--- config.mk ---
export PLATFORM = sky130hd
export DESIGN_NAME = spi_xfer_fifo
export DESIGN_NICKNAME = d
export VERILOG_FILES = /design/src/rtl/spi_xfer_fifo.sv
export SDC_FILE = /design/constraint.sdc
export NUM_CORES = 1
export LEC_CHECK = 0
export BUFFER_PORTS_ARGS = -buffer_cell sky130_fd_sc_hd__buf_2
export CAP_MARGIN = 20
export CORE_MARGIN = 1
export CORE_UTILIZATION = 26
export CTS_BUF_LIST = sky130_fd_sc_hd__clkbuf_8
export DETAILED_ROUTE_END_ITERATION = 16
export GPL_ROUTABILITY_DRIVEN = 0
export MAX_ROUTING_LAYER = met4
export PLACE_DENSITY_LB_ADDON = 0.1
export SLEW_MARGIN = 20
export SYNTH_ARGS = -nofsm -noshare
export SYNTH_HDL_FRONTEND = slang
export SYNTH_SLANG_ARGS = --single-unit
--- constraint.sdc ---
create_clock -name core_clk -period 6.26 [get_ports core_clk]
set_input_delay 0.626 -clock core_clk [delete_from_list [all_inputs] [get_ports core_clk]]
set_output_delay 0.626 -clock core_clk [all_outputs]
set_load 0.005 [all_outputs]
--- src/rtl/spi_xfer_fifo.sv ---
// -----------------------------------------------------------------------------
// spi_xfer_fifo
//
// Word-level buffering between the host and the SPI controller, all in the
// core_clk domain. A TX queue holds host words and a small launch FSM hands
// them to the controller one at a time. An RX queue captures each received
// controller word for the host to drain with a valid/ready handshake.
//
// Optional feature (compile-time macro SPI_XFER_FIFO_OVF_EN):
//   defined   - rx_overflow is a sticky flag set on every dropped RX word and
//               cleared by err_clr (a same-cycle drop wins over the clear).
//   undefined - rx_overflow is tied to 0 and dropped words vanish silently.
//
// Ports:
//   core_clk     in   single clock, rising edge
//   arst_n       in   synchronous active-low reset
//   flush        in   synchronous clear of both queues, FSM back to IDLE
//   err_clr      in   clears rx_overflow
//   h_wdata      in   host transmit word
//   h_wvalid     in   host transmit word valid
//   h_wready     out  TX queue not full
//   h_rdata      out  RX head (0 when h_rvalid low)
//   h_rvalid     out  RX queue not empty
//   h_rready     in   host consumes RX head
//   c_tx_data    out  word offered to the controller (0 when c_tx_valid low)
//   c_tx_valid   out  word offered to the controller
//   c_busy       in   controller busy
//   c_rx_data    in   controller received word
//   c_rx_valid   in   single-cycle received-word strobe
//   c_rx_ready   out  RX queue not full (informational only)
//   tx_level     out  TX occupancy 0..DEPTH
//   rx_level     out  RX occupancy 0..DEPTH
//   rx_overflow  out  sticky RX drop flag
// -----------------------------------------------------------------------------
module spi_xfer_fifo #(
    parameter int DATA_W = 32,
    parameter int DEPTH  = 8,
    parameter int LW     = $clog2(DEPTH) + 1
) (
    input  logic              core_clk,
    input  logic              arst_n,
    input  logic              flush,
    input  logic              err_clr,
    input  logic [DATA_W-1:0] h_wdata,
    input  logic              h_wvalid,
    output logic              h_wready,
    output logic [DATA_W-1:0] h_rdata,
    output logic              h_rvalid,
    input  logic              h_rready,
    output logic [DATA_W-1:0] c_tx_data,
    output logic              c_tx_valid,
    input  logic              c_busy,
    input  logic [DATA_W-1:0] c_rx_data,
    input  logic              c_rx_valid,
    output logic              c_rx_ready,
    output logic [LW-1:0]     tx_level,
    output logic [LW-1:0]     rx_level,
    output logic              rx_overflow
);

    localparam int AW = $clog2(DEPTH);

    typedef enum logic [1:0] {
        ST_IDLE      = 2'b00,
        ST_WAIT_BUSY = 2'b01,
        ST_ACTIVE    = 2'b10
    } tx_state_e;

    // ---------------------------------------------------------------------
    // Storage and pointers. Pointers carry one wrap bit above the index so
    // that full and empty are distinguishable with equal indices.
    // ---------------------------------------------------------------------
    logic [DATA_W-1:0] tx_mem_r [DEPTH];
    logic [DATA_W-1:0] rx_mem_r [DEPTH];
    logic [LW-1:0]     tx_wr_ptr_r;
    logic [LW-1:0]     tx_rd_ptr_r;
    logic [LW-1:0]     rx_wr_ptr_r;
    logic [LW-1:0]     rx_rd_ptr_r;

    tx_state_e         tx_state_r;
    tx_state_e         tx_state_nxt_s;

    logic              tx_full_s;
    logic              tx_empty_s;
    logic              rx_full_s;
    logic              rx_empty_s;
    logic              tx_push_s;
    logic              tx_pop_s;
    logic              rx_push_s;
    logic              rx_pop_s;
    logic              rx_drop_s;
    logic              tx_valid_s;
    logic [DATA_W-1:0] tx_head_s;
    logic [DATA_W-1:0] rx_head_s;

    assign tx_empty_s = (tx_wr_ptr_r == tx_rd_ptr_r);
    assign tx_full_s  = (tx_wr_ptr_r[AW-1:0] == tx_rd_ptr_r[AW-1:0]) &&
                        (tx_wr_ptr_r[AW] != tx_rd_ptr_r[AW]);
    assign rx_empty_s = (rx_wr_ptr_r == rx_rd_ptr_r);
    assign rx_full_s  = (rx_wr_ptr_r[AW-1:0] == rx_rd_ptr_r[AW-1:0]) &&
                        (rx_wr_ptr_r[AW] != rx_rd_ptr_r[AW]);

    assign tx_head_s  = tx_mem_r[tx_rd_ptr_r[AW-1:0]];
    assign rx_head_s  = rx_mem_r[rx_rd_ptr_r[AW-1:0]];

    // Acceptance is decided on current occupancy only: a same-cycle pop never
    // opens room for a push into a full queue. Flush and reset cancel all
    // queue traffic for the cycle.
    assign tx_push_s  = arst_n && !flush && h_wvalid && !tx_full_s;
    assign rx_push_s  = arst_n && !flush && c_rx_valid && !rx_full_s;
    assign rx_drop_s  = arst_n && !flush && c_rx_valid && rx_full_s;
    assign rx_pop_s   = arst_n && !flush && !rx_empty_s && h_rready;

    // ---------------------------------------------------------------------
    // TX launch FSM
    // ---------------------------------------------------------------------

    // Launch FSM state register; flush returns it to IDLE.
    always_ff @(posedge core_clk) begin
        if (!arst_n) begin
            tx_state_r <= ST_IDLE;
        end else if (flush) begin
            tx_state_r <= ST_IDLE;
        end else begin
            tx_state_r <= tx_state_nxt_s;
        end
    end

    // Launch FSM next state, offer valid and head pop. The head is popped on
    // the first busy cycle after the offer, which keeps the word stable for
    // the whole offer window.
    always_comb begin
        tx_state_nxt_s = tx_state_r;
        tx_valid_s     = 1'b0;
        tx_pop_s       = 1'b0;
        case (tx_state_r)
            ST_IDLE: begin
                // After a reset mid-transfer c_busy may still be high; the
                // !c_busy term holds off the next word until it drops.
                tx_valid_s = !tx_empty_s && !c_busy;
                if (tx_valid_s) begin
                    tx_state_nxt_s = ST_WAIT_BUSY;
                end else begin
                    tx_state_nxt_s = ST_IDLE;
                end
            end
            ST_WAIT_BUSY: begin
                tx_valid_s = 1'b1;
                if (c_busy) begin
                    tx_pop_s       = arst_n && !flush;
                    tx_state_nxt_s = ST_ACTIVE;
                end else begin
                    tx_state_nxt_s = ST_WAIT_BUSY;
                end
            end
            ST_ACTIVE: begin
                tx_valid_s = 1'b0;
                if (!c_busy) begin
                    tx_state_nxt_s = ST_IDLE;
                end else begin
                    tx_state_nxt_s = ST_ACTIVE;
                end
            end
            default: begin
                tx_valid_s     = 1'b0;
                tx_state_nxt_s = ST_IDLE;
            end
        endcase
    end

    // ---------------------------------------------------------------------
    // Pointer registers
    // ---------------------------------------------------------------------

    // TX pointers: advance on push/pop, cleared by reset and flush.
    always_ff @(posedge core_clk) begin
        if (!arst_n) begin
            tx_wr_ptr_r <= {LW{1'b0}};
            tx_rd_ptr_r <= {LW{1'b0}};
        end else if (flush) begin
            tx_wr_ptr_r <= {LW{1'b0}};
            tx_rd_ptr_r <= {LW{1'b0}};
        end else begin
            if (tx_push_s) begin
                tx_wr_ptr_r <= tx_wr_ptr_r + LW'(1);
            end
            if (tx_pop_s) begin
                tx_rd_ptr_r <= tx_rd_ptr_r + LW'(1);
            end
        end
    end

    // RX pointers: advance on push/pop, cleared by reset and flush.
    always_ff @(posedge core_clk) begin
        if (!arst_n) begin
            rx_wr_ptr_r <= {LW{1'b0}};
            rx_rd_ptr_r <= {LW{1'b0}};
        end else if (flush) begin
            rx_wr_ptr_r <= {LW{1'b0}};
            rx_rd_ptr_r <= {LW{1'b0}};
        end else begin
            if (rx_push_s) begin
                rx_wr_ptr_r <= rx_wr_ptr_r + LW'(1);
            end
            if (rx_pop_s) begin
                rx_rd_ptr_r <= rx_rd_ptr_r + LW'(1);
            end
        end
    end

    // ---------------------------------------------------------------------
    // Storage arrays (not reset; outputs are masked while invalid)
    // ---------------------------------------------------------------------

    // TX storage write port.
    always_ff @(posedge core_clk) begin
        if (tx_push_s) begin
            tx_mem_r[tx_wr_ptr_r[AW-1:0]] <= h_wdata;
        end
    end

    // RX storage write port.
    always_ff @(posedge core_clk) begin
        if (rx_push_s) begin
            rx_mem_r[rx_wr_ptr_r[AW-1:0]] <= c_rx_data;
        end
    end

    // ---------------------------------------------------------------------
    // Overflow flag
    // ---------------------------------------------------------------------
`ifdef SPI_XFER_FIFO_OVF_EN
    logic rx_overflow_r;

    // Sticky drop flag; a drop in the same cycle as err_clr keeps it set.
    always_ff @(posedge core_clk) begin
        if (!arst_n) begin
            rx_overflow_r <= 1'b0;
        end else if (rx_drop_s) begin
            rx_overflow_r <= 1'b1;
        end else if (err_clr) begin
            rx_overflow_r <= 1'b0;
        end else begin
            rx_overflow_r <= rx_overflow_r;
        end
    end

    assign rx_overflow = rx_overflow_r;
`else
    // Flag removed: the clear input and drop detect have no load.
    logic ovf_unused_s;
    assign ovf_unused_s = err_clr ^ rx_drop_s;
    assign rx_overflow  = 1'b0;
`endif

    // ---------------------------------------------------------------------
    // Outputs
    // ---------------------------------------------------------------------
    assign h_wready   = !tx_full_s;
    assign c_rx_ready = !rx_full_s;
    assign h_rvalid   = !rx_empty_s;
    assign h_rdata    = h_rvalid ? rx_head_s : {DATA_W{1'b0}};
    assign c_tx_valid = tx_valid_s;
    assign c_tx_data  = tx_valid_s ? tx_head_s : {DATA_W{1'b0}};
    // Modular subtraction stays correct across pointer wrap.
    assign tx_level   = tx_wr_ptr_r - tx_rd_ptr_r;
    assign rx_level   = rx_wr_ptr_r - rx_rd_ptr_r;

endmodule
==> impl_metrics.json, run 1 <==
{
  "outcome": "finished, final reports clean",
  "hold_buffers": 0,
  "cp_max_fo": 39,
  "fin_nets": 1250,
  "grt_pass1_wl_mm": 73.53,
  "fin_setup_tns_ns": 0,
  "min_from": "h_wdata[16]",
  "yosys_warnings": 0,
  "place_area_mm2": 0.02268,
  "cp.required_ns": 5.63,
  "slew_headroom": 0.3094,
  "p_leak_nw": 7.888,
  "dr.pass1.iters": 6,
  "p_comb_frac": 0.027,
  "clkPwrFrac": 0.412,
  "seqCellArea_mm2": 0.01587,
  "reg2regPathDepth": 6,
  "synth_xor_area_frac": 0.008809,
  "setup_violations": 0,
  "power_switching_mw": 1.547,
  "dp_slack_ns": 2.866,
  "core.rowCount": 102,
  "fin_skew_ns": 0.02750,
  "synthTopCellsByArea": "edfxtp_1 75%, mux4_2 14%, dfxtp_1 2.3%",
  "drt_iter0_drc": 487,
  "min_period_ns": 3.891,
  "drc": 0,
  "clkTransAtPathRegs_ns": 0.06,
  "holdPathStages": 1,
  "cts_tree": "built",
  "rr_endpoint": "rx_mem_r[2][17]",
  "period_share": 0.6216,
  "clock_sinks": 536,
  "synth_simple_gate_area_frac": 0.02132,
  "synth_top_family_by_area": "multiplexers",
  "io_buffers": 146,
  "p_seq_frac": 0.561,
  "wl_per_cell_um": 21.67,
  "yosysSeqAreaShare": 0.7699,
  "cp_data_arrival_time_ns": 3.27,
  "grt_max_degree": 64,
  "fin_area_mm2": 0.02437,
  "tightest_slew_ns": 1.036,
  "slew_viol_final": 0,
  "power.density_mw_per_mm2": 289.5,
  "fin_ws_ns": 2.369,
  "async_reset_ff_frac": 0,
  "cts_root_buf": "clkbuf_8",
  "die-area_mm2": 0.08034,
  "finalHoldViolCount": 0,
  "synth_fa_ha_area_frac": 0.008019,
  "syn_inst": 947,
  "switching_share": 0.2192,
  "area_delta_synth_final_pct": 18.35,
  "finalWirelength_mm": 49.43,
  "n_fill_cell": 7604,
  "syn_nets": 1031,
  "core_area_mm2": 0.07798,
  "rsz0062_at_grt": "no",
  "synth_edf_count": 512,
  "synth_ff_type": "edfxtp_1",
  "io_pins": 149,
  "holdPathEnd": "tx_mem_r[3][16]",
  "r2r_slack_ns": 3.36,
  "power.internal_mw": 5.510,
  "synth_mux_area_frac": 0.1555,
  "yosysUniqueCellTypes": 40,
  "grtUsageTotal": 0.1280,
  "cts_max_level": 3,
  "antenna_found_initial": 7,
  "cts_buffers": 96,
  "syn_area_mm2": 0.02059,
  "grt_pass1_vias": 10940,
  "netlist_top_cells_count": "512 x edfxtp_1, 128 x mux4_2, 55 x nor2_1",
  "cts_setup_buffers": 0,
  "die_w_um": 283.4,
  "fmax_ghz": 0.2570,
  "synth-compound-area-share": 0.02023,
  "multiInputGateArea_mm2": 0.004529,
  "die-height_um": 283.4,
  "synth_top_area_share": 0.7465,
  "cap_viol_max_count": 0,
  "initial_utilization": 0.2641,
  "worstSetupPathType": "register to output port",
  "hpwl_mm": 25.07,
  "viasPerCell": 4.321,
  "ys_ff_latch": 536,
  "r2r-start": "rx_wr_ptr_r[1]",
  "via_count": 9856,
  "synth_most_common_cell": "edfxtp_1",
  "grt-ovfl-total": 0,
  "avgSynthCellArea_um2": 21.75,
  "hold_path.class": "input pin to register",
  "clockBufferDepth": 3,
  "p_total_mw": 7.058,
  "post_cts_resized": 0,
  "start_kind": "register",
  "clock_latency_ns": 0.68,
  "drive_above_1_share": 0.3517,
  "yosysTopAreaCell": "edfxtp_1",
  "cp-end-kind": "output port",
  "ant_nets": 0,
  "ir_worst_vdd_v": 0.0001434
}
## worst max-delay path by stage
| stage | cells after the start | end | slack [ns] | startpoint |
|---|---|---|---|---|
| after floorplan | 5 | rx_mem_r[0][0] | 1.29 | rx_wr_ptr_r[0] |
| after global placement | 5 | c_tx_data[30] | 2.86 | register |
| after detailed placement | 5 | c_tx_data[30] | 2.87 | register |
| after CTS | 5 | c_tx_data[30] | 2.11 | register |
| after global routing | 5 | c_tx_data[30] | 2.01 | register |
| final | 4 | h_rdata[20] | 2.37 | register |
## cells by family after synthesis
group | Yosys count
xor+xnor | 19
simple gates | 99
compound gates | 54
mux | 160
fa+ha+maj | 12
flops | 536
other cells | 1
buf+inv | 66
## metrics by stage
step	utilization	cells	hold slack (ns)
after CTS	0.3124	2274	0.1280
after detailed placement	0.2908	2108	0.5262
after global routing	0.3126	2281	0.1619
after floorplan	-	947	0.4788
final	0.3126	2281	0.2113
after global placement	0.2908	2108	0.5234
## routing by layer
| layer | vias to the layer above | GRT usage | part of all wire |
|---|---|---|---|
| met1 | 5176 | 0.1508 | 0.42 |
| met2 | 211 | 0.2132 | 0.50 |
| li1 | 4377 | - | - |
| met4 | 0 | 0.04176 | 0.023 |
| met3 | 92 | 0.03264 | 0.050 |
| met5 | - | - | 0 |
## layout by cell type, fill, tap and decap left out, drive strengths merged, types with 5 or more instances in the layout
cell type,instances
buf,171
ha,10
mux2i,32
edfxtp,512
mux4,128
clkbuf,98
diode,7
nor2,55
clkinv,18
a22o,32
nor3,5
a21oi,11
inv,65
dfxtp,24
nand3,11
xnor2,12
xor2,7
nand2,12
## worst max-delay path, stage by stage (launching register included)
cell,delay [ns]
dfxtp_4,0.92
buf_4,0.63
mux4_2,0.59
a22o_1,0.28
buf_2,0.14
## sequential cells by signal, indices dropped and copies added, names as in the netlist, named ones only
register	flops
rx_mem_r	256
tx_mem_r	256
rx_rd_ptr_r	4
rx_wr_ptr_r	4
tx_rd_ptr_r	4
tx_wr_ptr_r	4
tx_state_r	2
## power groups by stage
stage,combinational (mW),sequential (mW),clock [mW]
floorplan,0.0826,4.03,0
global placement,0.195,4.03,0
finish,0.190,3.96,2.91
global route,0.212,3.96,3.19
CTS,0.198,3.96,3.04
detailed placement,0.198,4.03,0
## layout make-up
type / instances / area share
Clock buffer: 98 / 0.05534
Sequential cell: 536 / 0.6510
Timing Repair Buffer: 171 / 0.03768
Inverter: 16 / 0.002464
Multi-Input combinational cell: 345 / 0.1858
Clock inverter: 68 / 0.01355
Tap cell: 1040 / 0.05339
Antenna cell: 7 / 0.0007186
Note: power is estimated with default switching activity, not from simulation.
==> inputs of run 2 (changes only) <==
- clock period: 6.26 -> 3.9 ns (I/O delays scaled with it)
==> run 2 against run 1 <==
Compared with the run above:
- cell count up 3.9%
- power increased by 66%
- global-route usage barely moved
- sequential cell count unchanged
- first-iteration DRC count shrank 4.7%
- hold slack worse by 0.060 ns
- combinational power rose by 97%
- clock-buffer cell count grew 3
- critical endpoint is now h_rdata[29]
==> impl_metrics.json, run 2 (same netlist as run 1, synthesis figures left out) <==
{
  "antenna_found_initial": 7,
  "worstSetupPathType": "register to output port",
  "p_total_mw": 11.73,
  "die-height_um": 283.4,
  "finalHoldViolCount": 0,
  "fin_setup_tns_ns": 0,
  "cts_root_buf": "clkbuf_8",
  "drive_above_1_share": 0.3434,
  "die_w_um": 283.4,
  "dr.pass1.iters": 4,
  "post_cts_resized": 0,
  "cp.required_ns": 3.51,
  "setup_violations": 0,
  "hpwl_mm": 25.61,
  "grtUsageTotal": 0.1277,
  "slew_viol_final": 0,
  "tightest_slew_ns": 0.7919,
  "met1_length_mm": 20.43,
  "io_buffers": 146,
  "area_delta_synth_final_pct": 23.70,
  "fin_nets": 1325,
  "io_pins": 149,
  "hold_buffers": 67,
  "hold_path.class": "input pin to register",
  "drc": 0,
  "die-area_mm2": 0.08034,
  "drt_iter0_drc": 464,
  "dr_wl_met3_mm": 2.059,
  "fin_skew_ns": 0.03632,
  "grt_pass1_wl_mm": 73.18,
  "cts_setup_buffers": 0,
  "start_kind": "register",
  "core.rowCount": 102,
  "period_share": 0.9173,
  "fmax_ghz": 0.2795,
  "ir_worst_vdd_v": 0.0002738,
  "wl_met2_mm": 25.24,
  "core_area_mm2": 0.07798,
  "whs_ns": 0.1516,
  "clock_sinks": 536,
  "grt_max_degree": 65,
  "grt-ovfl-total": 0,
  "cp_data_arrival_time_ns": 3.19,
  "cts_tree": "built",
  "p_leak_nw": 8.284,
  "finalWirelength_mm": 49.07,
  "wl_per_cell_um": 20.71,
  "clock_latency_ns": 0.69,
  "rsz0062_at_grt": "no",
  "min_period_ns": 3.578,
  "initial_utilization": 0.2641,
  "ant_nets": 0,
  "clockBufferDepth": 3,
  "final_common_cell": "edfxtp_1",
  "outcome": "finished, final reports clean",
  "viasPerCell": 4.271,
  "layout_common_cells": "512 x edfxtp_1, 146 x buf_2, 128 x mux4_2",
  "power.density_mw_per_mm2": 460.5,
  "cap_viol_max_count": 0,
  "cp_max_fo": 32,
  "clkTransAtPathRegs_ns": 0.06,
  "cts_buffers": 99,
  "cp-end-kind": "output port",
  "slew_headroom": 0.4686,
  "via_count": 10120,
  "grt_pass1_vias": 11320,
  "highest_layer": "met4",
  "cts_max_level": 3
}
## run 2: cell types whose count changed in the layout (fill, tap and decap cells not counted), sizes merged
cell / before / now
clkbuf: 98 / 101
buf: 171 / 176
clkinv: 18 / 41
dlygate4sd3: 0 / 67
bufinv: 1 / 3
inv: 65 / 53
## run 2: per-stage QoR
step / setup slack (ns) / utilization / area (µm²) / instances
after floorplan: 0.05216 / - / 20640 / 947
after global placement: 0.8154 / 0.2942 / 22940 / 2113
after detailed placement: 0.7977 / 0.2942 / 22940 / 2113
after CTS: 0.1574 / 0.3265 / 25460 / 2362
after global routing: 0.06109 / 0.3267 / 25480 / 2369
final: 0.3225 / 0.3267 / 25480 / 2369
## run 2: report_power, final
| group | leakage, nW | total [mW] | switching [mW] | internal, mW |
|---|---|---|---|---|
| Sequential | 4.81 | 6.34 | 0.0112 | 6.33 |
| Combinational | 2.40 | 0.374 | 0.208 | 0.166 |
| Clock | 1.07 | 5.01 | 2.39 | 2.63 |
| Total | 8.28 | 11.7 | 2.61 | 9.13 |
## run 2: metal layers
layer,vias up,GRT usage
li1,4538,-
met1,5263,0.1459
met2,203,0.2197
met3,113,0.02814
met4,0,0.04608
met5,-,-
## run 2: layout make-up
class,instances,area [µm²]
Fill cell,7501,52500
Sequential cell,536,15870
Multi-Input combinational cell,345,4592
Timing Repair Buffer,243,1789
Clock buffer,101,1390
Tap cell,1040,1301
Clock inverter,81,456.7
Inverter,16,60.06
Antenna cell,7,17.52
## run 2: path summary, 6_finish.rpt
check	startpoint	to	slack [ns]	cells past startpoint
worst max-delay path	rx_wr_ptr_r[2]	h_rdata[29]	0.32	7
worst min register to register	tx_wr_ptr_r[0]	tx_wr_ptr_r[0]	0.52	2
worst min-delay path	h_rready	rx_rd_ptr_r[2]	0.15	4
worst max register to register	tx_wr_ptr_r[2]	tx_mem_r[2][31]	0.86	6
## run 2: worst max-delay path: stages (launching register included)
cell and delay [ns]:
dfxtp_1 0.70, ha_1 0.38, and3_1 0.29, nand2_2 0.11, and2_1 0.12, buf_4 0.47
a22o_1 0.30, buf_2 0.13
==> inputs of run 3 (changes only) <==
- BUFFER_PORTS_ARGS: -buffer_cell sky130_fd_sc_hd__buf_2 -> -buffer_cell sky130_fd_sc_hd__clkbuf_2
==> run 3 against run 2 <==
Compared with the run above:
- design area is 0.33% lower
- cell count is 0.42% lower
- register-to-register slack better by 0.03 ns
- via count is 0.39% higher
- clock skew is 0.0047 ns lower
- global-route usage is 0.15 points higher
- clock-buffer cell count is 3 lower
- sequential share of layout area is 0.21 points higher
- critical endpoint is now h_rdata[1]
- highest routed layer unchanged
==> impl_metrics.json, run 3 (same netlist as run 1, synthesis figures left out) <==
{
  "outcome": "finished, final reports clean",
  "hpwl_mm": 25.84,
  "power.internal_mw": 8.914,
  "min_from": "h_rready",
  "drc": 0,
  "layout_common_cells": "512 x edfxtp_1, 146 x clkbuf_2, 128 x mux4_2",
  "start_kind": "register",
  "worstSetupPathType": "register to output port",
  "clkPwrFrac": 0.416,
  "period_share": 0.9221,
  "fin_ws_ns": 0.3039,
  "die_w_um": 283.4,
  "p_comb_frac": 0.032,
  "cts_setup_buffers": 0,
  "crit_chain": "ha_1 > and3_1 > nand2_2 > and2_1 > buf_4 > a22o_1 > clkbuf_2",
  "clockBufferDepth": 3,
  "die-area_mm2": 0.08034,
  "grt_max_degree": 65,
  "ant_nets": 0,
  "cts_tree": "built",
  "viasPerCell": 4.305,
  "rsz0062_at_grt": "no",
  "drt_iter0_drc": 593,
  "dp.cells": 2116,
  "fin_nets": 1326,
  "finalWirelength_mm": 50.05,
  "core_area_mm2": 0.07798,
  "grtUsageTotal": 0.1292,
  "io_pins": 149,
  "power_switching_mw": 2.590,
  "cp_data_arrival_time_ns": 3.21,
  "cts_buffers": 97,
  "cp.required_ns": 3.51,
  "dp_slack_ns": 0.8298,
  "fin_skew_ns": 0.03158,
  "fmax_ghz": 0.2781,
  "cts_max_level": 3,
  "rr_endpoint": "tx_mem_r[0][8]",
  "p_leak_nw": 8.185,
  "io_buffers": 146,
  "grt-ovfl-total": 0,
  "initial_utilization": 0.2641,
  "dr.pass1.iters": 4,
  "r2r-start": "tx_wr_ptr_r[2]",
  "reg2regPathDepth": 6,
  "slew_viol_final": 0,
  "via_count": 10160,
  "max_stage_delay_ns": 0.70,
  "hold_buffers": 67,
  "fin_setup_tns_ns": 0,
  "finalHoldViolCount": 0,
  "cp_slowest_cell": "dfxtp_1",
  "p_seq_frac": 0.552,
  "holdPathEnd": "rx_rd_ptr_r[2]",
  "min_period_ns": 3.596,
  "whs_ns": 0.1622,
  "holdPathStages": 4,
  "grt_pass1_wl_mm": 74.29,
  "clock_latency_ns": 0.69,
  "path_buf_inv": 2,
  "tightest_slew_ns": 0.8448,
  "r2r_slack_ns": 0.89,
  "cp_max_fo": 32,
  "cap_viol_max_count": 0,
  "grt_pass1_vias": 11310,
  "hold_path.class": "input pin to register",
  "switching_share": 0.2252,
  "area_delta_synth_final_pct": 23.29,
  "die-height_um": 283.4,
  "clkTransAtPathRegs_ns": 0.06,
  "ir_worst_vdd_v": 0.0002028,
  "crit_family": "flip-flops",
  "slew_headroom": 0.4330,
  "post_cts_resized": 0,
  "cp-end-kind": "output port",
  "clock_sinks": 536,
  "core.rowCount": 102,
  "setup_violations": 0,
  "final_cells": 2359,
  "antenna_found_initial": 5,
  "final_common_cell": "edfxtp_1",
  "power.density_mw_per_mm2": 453.1,
  "wl_per_cell_um": 21.22,
  "cts_root_buf": "clkbuf_8",
  "drive_above_1_share": 0.3417
}
-- run 3: worst max path at each step --
| stage | start | to | slack, ns | depth (start not counted) |
|---|---|---|---|---|
| finish | rx_wr_ptr_r[2] | h_rdata[1] | 0.30 | 7 |
| global placement | tx_wr_ptr_r[2] | tx_mem_r[0][18] | 0.87 | 6 |
| global route | rx_wr_ptr_r[2] | h_rdata[1] | 0.08 | 7 |
| detailed placement | tx_wr_ptr_r[2] | tx_mem_r[0][18] | 0.83 | 6 |
| floorplan | rx_wr_ptr_r[0] | rx_mem_r[4][0] | 0.05 | 5 |
| CTS | rx_wr_ptr_r[2] | h_rdata[1] | 0.10 | 7 |
-- run 3: final cells by class --
type,count,area [µm²]
diodes,5,12.51
clock buffers,98,1349
clock inverters,73,370.4
fillers,7534,52590
inverters,16,60.06
multi-input cells,345,4592
flip-flops and latches,536,15870
well taps,1040,1301
repair buffers,246,1837
-- run 3: metal layers --
metal,wire length (µm),global-route usage
met3,2079,0.02886
met1,21110,0.1499
met4,1319,0.04662
met5,0,-
met2,25550,0.2191
-- run 3: power groups by stage --
| stage | Clock (mW) | Sequential (mW) | Combinational, mW |
|---|---|---|---|
| 2_1_floorplan | 0 | 6.46 | 0.134 |
| 3_3_place_gp | 0 | 6.46 | 0.322 |
| 3_5_place_dp | 0 | 6.47 | 0.328 |
| 4_1_cts | 5.00 | 6.35 | 0.387 |
| 5_1_grt | 5.24 | 6.35 | 0.411 |
| 6_report | 4.79 | 6.35 | 0.372 |
-- run 3: worst min-delay path, cell delays in order --
cell	delay (ns)
clkbuf_2	0.10
o211ai_1	0.10
xnor2_1	0.12
nor2_1	0.06
-- run 3: stage by stage --
step | util | instance area [µm²] | power (mW)
floorplan | - | 20640 | 6.596
detailed placement | 0.2948 | 22990 | 6.793
CTS | 0.3255 | 25380 | 11.74
finish | 0.3256 | 25390 | 11.50
global route | 0.3256 | 25390 | 12.00
global placement | 0.2948 | 22990 | 6.787
